<file path="src/rtl/shift_sequencer_pkg.sv">
// Shared encodings for the shift sequencer: operation codes and FSM states.
// Imported by the control FSM, the step datapath and the testbench so that
// every party decodes op and state identically.
package shift_sequencer_pkg;

  localparam logic [1:0] OP_SLL = 2'b00;
  localparam logic [1:0] OP_SRL = 2'b01;
  localparam logic [1:0] OP_SRA = 2'b10;
  localparam logic [1:0] OP_ROL = 2'b11;

  typedef enum logic [1:0] {
    ST_IDLE  = 2'd0,
    ST_SHIFT = 2'd1,
    ST_DONE  = 2'd2
  } state_t;

endpackage

</file>
<file path="src/rtl/shift_sequencer_step.sv">
// One combinational shift step of 1 or 2 bit positions.
// Ports:
//   i_acc  - current working value
//   i_op   - operation (OP_SLL/OP_SRL/OP_SRA/OP_ROL)
//   i_sel2 - 1: step by 2, 0: step by 1
//   o_acc  - stepped value
module shift_sequencer_step
  import shift_sequencer_pkg::*;
#(
  parameter int WIDTH = 32
) (
  input  logic [WIDTH-1:0] i_acc,
  input  logic [1:0]       i_op,
  input  logic             i_sel2,
  output logic [WIDTH-1:0] o_acc
);

  always_comb begin
    o_acc = i_acc;
    case (i_op)
      OP_SLL: o_acc = i_sel2 ? {i_acc[WIDTH-3:0], 2'b00}
                             : {i_acc[WIDTH-2:0], 1'b0};
      OP_SRL: o_acc = i_sel2 ? {2'b00, i_acc[WIDTH-1:2]}
                             : {1'b0, i_acc[WIDTH-1:1]};
      OP_SRA: o_acc = i_sel2 ? {{2{i_acc[WIDTH-1]}}, i_acc[WIDTH-1:2]}
                             : {i_acc[WIDTH-1], i_acc[WIDTH-1:1]};
      OP_ROL: o_acc = i_sel2 ? {i_acc[WIDTH-3:0], i_acc[WIDTH-1:WIDTH-2]}
                             : {i_acc[WIDTH-2:0], i_acc[WIDTH-1]};
      default: o_acc = i_acc;
    endcase
  end

endmodule

</file>
<file path="src/rtl/shift_sequencer.sv">
// Multi-cycle shifter (sll/srl/sra/rol). Consumes the shift amount 2 bits per
// clock (1 on the final odd step), so a shamt of n costs ceil(n/2) cycles.
// Ports:
//   clk, reset_n  - clock, asynchronous active-low reset
//   start         - request, taken only while ready=1
//   op, shamt     - operation and unsigned shift amount
//   data_in       - operand
//   ready         - a start can be accepted (IDLE or DONE)
//   busy          - stepping (SHIFT)
//   done          - one-cycle pulse, result valid
//   result        - working register, held until the next accepted start
//   o_dbg_state   - current FSM state for observation
//
// Handshake: a transfer happens on a rising edge where start=1 and ready=1.
// ready is decoded from the state register only, so it never depends on start
// in the same cycle; start while ready=0 is dropped, never queued. A start in
// the DONE cycle is accepted, giving back-to-back operation.
module shift_sequencer
  import shift_sequencer_pkg::*;
#(
  parameter int WIDTH = 32,
  parameter int SHW   = 5
) (
  input  logic             clk,
  input  logic             reset_n,
  input  logic             start,
  input  logic [1:0]       op,
  input  logic [SHW-1:0]   shamt,
  input  logic [WIDTH-1:0] data_in,
  output logic             ready,
  output logic             busy,
  output logic             done,
  output logic [WIDTH-1:0] result,
  output logic [1:0]       o_dbg_state
);

  state_t           r_state;
  logic [1:0]       r_op;
  logic [SHW-1:0]   r_rem;
  logic [WIDTH-1:0] r_acc;

  logic             w_sel2;
  logic [SHW-1:0]   w_rem_next;
  logic [WIDTH-1:0] w_step;

  // Take a double step whenever at least two positions remain; the last odd
  // position is a single step that drains rem to zero.
  assign w_sel2     = (r_rem > SHW'(1));
  assign w_rem_next = w_sel2 ? (r_rem - SHW'(2)) : '0;

  shift_sequencer_step #(.WIDTH(WIDTH)) u_step (
    .i_acc  (r_acc),
    .i_op   (r_op),
    .i_sel2 (w_sel2),
    .o_acc  (w_step)
  );

  always_ff @(posedge clk or negedge reset_n) begin
    if (!reset_n) begin
      r_state <= ST_IDLE;
      r_op    <= OP_SLL;
      r_rem   <= '0;
      r_acc   <= '0;
    end else begin
      case (r_state)
        ST_IDLE, ST_DONE: begin
          if (start) begin
            r_op    <= op;
            r_acc   <= data_in;
            r_rem   <= shamt;
            r_state <= (shamt == '0) ? ST_DONE : ST_SHIFT;
          end else begin
            r_state <= ST_IDLE;
          end
        end
        ST_SHIFT: begin
          r_acc <= w_step;
          r_rem <= w_rem_next;
          if (w_rem_next == '0) r_state <= ST_DONE;
        end
        default: r_state <= ST_IDLE;
      endcase
    end
  end

  assign ready       = (r_state != ST_SHIFT);
  assign busy        = (r_state == ST_SHIFT);
  assign done        = (r_state == ST_DONE);
  assign result      = r_acc;
  assign o_dbg_state = r_state;

endmodule

</file>
<file path="config.mk">
export PLATFORM = sky130hd
export DESIGN_NAME = shift_sequencer
export DESIGN_NICKNAME = d
export VERILOG_FILES = /design/src/rtl/shift_sequencer_pkg.sv /design/src/rtl/shift_sequencer_step.sv /design/src/rtl/shift_sequencer.sv
export SDC_FILE = /design/constraint.sdc
export NUM_CORES = 1
export LEC_CHECK = 0
export ABC_AREA = 1
export CAP_MARGIN = 10
export CORE_MARGIN = 1.5
export CORE_UTILIZATION = 30
export CTS_BUF_LIST = sky130_fd_sc_hd__clkbuf_2
export CTS_CLUSTER_DIAMETER = 150
export DETAILED_ROUTE_END_ITERATION = 12
export GPL_TIMING_DRIVEN = 0
export PLACE_DENSITY = 0.55
export SYNTH_ARGS = -nofsm -noshare
export SYNTH_HDL_FRONTEND = slang
export SYNTH_SLANG_ARGS = --single-unit
</file>
<file path="constraint.sdc">
create_clock -name clk -period 1.8 [get_ports clk]
set_input_delay 0.18 -clock clk [delete_from_list [all_inputs] [get_ports clk]]
set_output_delay 0.18 -clock clk [all_outputs]
set_load 0.02 [all_outputs]
</file>
==> results.json <==
{
  "swShare_pct": 54.70,
  "nets": 579,
  "intPower_w": 0.004186,
  "path_clk_slew_ps": 220,
  "setup_viol": 0,
  "cts_max_level": 2,
  "slew-limit-headroom_pct": 59.37,
  "ys_types": 33,
  "wl_per_cell_um": 15.61,
  "synth_top_family_by_area": "simple AND/OR/NAND/NOR gates",
  "clock_sinks": 41,
  "synthMuxAreaShare_pct": 0,
  "clk_latency_ps": 430,
  "syn_area_per_cell_um2": 6.663,
  "switchingPower_w": 0.005054,
  "row_count": 36,
  "synth-edff-count": 0,
  "worstSetupPathType": "reg -> reg",
  "synth-seq-cells": 41,
  "synth_top_cell_area_share_pct": 34.76,
  "portBuffers": 78,
  "synthTopCellsByCount": "nand2_1, nand3_1, inv_1",
  "cp.arrival_ps": 2080,
  "post-route-period-util_pct": 96.07,
  "ios": 79,
  "yosys-top-cells-area": "dfrtp_1, nand3_1, nand2_1",
  "synth_ff_type": "dfrtp_1",
  "antenna_found_initial": 0,
  "drt_iter0_markers": 287,
  "end_kind": "flip-flop",
  "peakVddDrop_mv": 0.6515,
  "start_kind": "flip-flop",
  "clockPowerShare_pct": 4.5,
  "synth-simple-area-share_pct": 38.19,
  "grt_max_degree": 22,
  "regArea_um2": 1027,
  "ant_nets": 0,
  "vias": 3321,
  "worstPathRequired_ps": 2150,
  "track_usage_pct": 20.38,
  "multiInputGateArea_um2": 1565,
  "hpwlAfterDp_um": 7637,
  "async_flop_share_pct": 100.0,
  "critPathLaunch": "r_op[0]",
  "grt_pass1_vias": 3200,
  "rsz0062_at_grt": "false",
  "grt_first_pass_wirelength_um": 16340,
  "syn-cell-area_um2": 2952,
  "chipHeight_um": 102.2,
  "die-area_um2": 10440,
  "clockRootBuffer": "clkbuf_2",
  "yosysSeqAreaShare_pct": 34.76,
  "synthMostInstantiatedCell": "nand2_1",
  "hold_class": "in -> async",
  "core_um2": 9639,
  "hold_slack_ps": 246.9,
  "hold_viol": 0,
  "tightestPinTransition_ps": 609.5,
  "n_antenna_cell": 0,
  "overflow": 0,
  "fill_cells": 1076,
  "p_leak_nw": 1.866,
  "final-max-slew-violation-count": 0,
  "synth_compound_area_share_pct": 13.44,
  "combPwrFrac_pct": 76.1,
  "drt-total-wl_um": 10440,
  "outcome": "completed",
  "synthToLayoutAreaGrowth_pct": 37.05,
  "regToRegStartpoint": "r_op[0]",
  "yosys_warnings": 0,
  "clock_path_buffers": 2,
  "sequentialPowerShare_pct": 19.4,
  "fin_worst_skew_ps": 22.02,
  "cts_tree": "built",
  "cts_buffers": 5,
  "chipWidth_um": 102.2,
  "fmax_mhz": 578.3,
  "synthCells": 443,
  "crit_path_max_fanout": 10,
  "syn-num-nets": 486,
  "dr.pass1.iters": 5,
  "drv_cap": 0,
  "initial_core_util_pct": 30.62,
  "place_congestion": 0.9502,
  "yosys.area.top_type": "dfrtp_1",
  "fin_crit_ps": 1729,
  "synth_fa_ha_area_share_pct": 0.4239,
  "layout-drive-gt1-share_pct": 12.13,
  "dpl_worst_slack_ps": -207.7,
  "power_density_nw_per_um2": 2284,
  "drcViolationCount": 0,
  "routed_via_density": 4.964,
  "synth_xor_area_share_pct": 0.2967,
  "setup_slack_ps": 70.65
}
-- sequential cells by signal, summed over array words and instances, names as in the netlist --
register	flops
o_dbg_state	2
r_op	2
r_rem	5
result	32
-- path summary, 6_finish.rpt --
check | cells past startpoint | slack (ps) | endpoint
worst min-delay path | 2 | 250 | result[5]
max in group asynchronous | 3 | 1030 | result[8]
worst max register to register | 9 | 70 | result[7]
worst min register to register | 2 | 550 | result[25]
worst max-delay path | 9 | 70 | result[7]
min in group clk | 3 | 280 | r_op[0]
-- area by class of cell --
| cell class | instances | area share [%] |
|---|---|---|
| repair buffers | 86 | 20.94 |
| plain buffers | 26 | 4.702 |
| flip-flops and latches | 41 | 25.39 |
| multi-input cells | 320 | 38.69 |
| inverters | 56 | 5.320 |
| well taps | 133 | 4.114 |
| clock buffers | 6 | 0.7423 |
| clock inverters | 1 | 0.09279 |
-- logic make-up after synthesis --
group                      after synthesis
xor gates and xnor gates                 1
DFF                                     41
adders and majority gates                1
AOI/OAI and AO/OA                       72
and+or+nand+nor                        246
buffers and inverters                   82
-- placed cells by master, fill, tap and decap left out, types with 2 or more instances in the layout --
master and instances:
nand2_1 91, nand3_1 89, clkdlybuf4s50_1 74, inv_1 49
nor2_1 44, dfrtp_1 40, o21ai_0 25, o21ai_1 22
nand2_2 12, a21oi_1 11, buf_2 10, buf_6 9
clkbuf_2 8, buf_4 7, o211ai_1 6, inv_2 5
clkbuf_1 5, nor2_4 2, nor2_2 2, nand3_4 2
o22ai_1 2, clkinv_1 2, a22oi_1 2
-- per-stage QoR --
step	std cells	power [W]	utilization, %	TNS (ps)	cell area (um2)
6_report	669	0.009239	41.97	0	4045
4_1_cts	664	0.009060	41.46	0	3996
3_3_place_gp	654	0.008487	40.45	-29020	3899
3_5_place_dp	655	0.008531	40.68	-4322	3921
2_1_floorplan	443	0.006239	-	0	2952
5_1_grt	669	0.01007	41.97	0	4045
-- power groups by stage --
stage	clock network (W)	logic [W]	registers, W
6_report	0.000415	0.00703	0.00180
5_1_grt	0.000466	0.00773	0.00187
4_1_cts	0.000432	0.00683	0.00180
3_5_place_dp	0	0.00670	0.00183
3_3_place_gp	0	0.00666	0.00182
2_1_floorplan	0	0.00400	0.00223
-- per-layer routing --
| layer | GRT usage, % | routed length (um) |
|---|---|---|
| met1 | 29.07 | 4941 |
| met4 | 6.533 | 253 |
| met5 | 0 | 0 |
| met3 | 3.283 | 629 |
| met2 | 31.53 | 4618 |
-- worst max-delay path: stages (launching register included) --
cell and delay [ps]:
dfrtp_1 440, inv_1 110, nand2_1 60, nand2_1 90, buf_4 190, clkbuf_2 310
nand3_1 200, nand3_1 120, nand2_1 50, o21ai_1 70
-- timing repair --
item                                    CTS  global route
resized for setup                        19             8
gates cloned                              0             0
hold buffers                              1             0
buffers inserted                          1             5
pin swaps                                 0             1
hold endpoints to repair                 20             0
endpoints found under the setup margin   20            35
No activity file was read; power rests on OpenSTA's default activity.
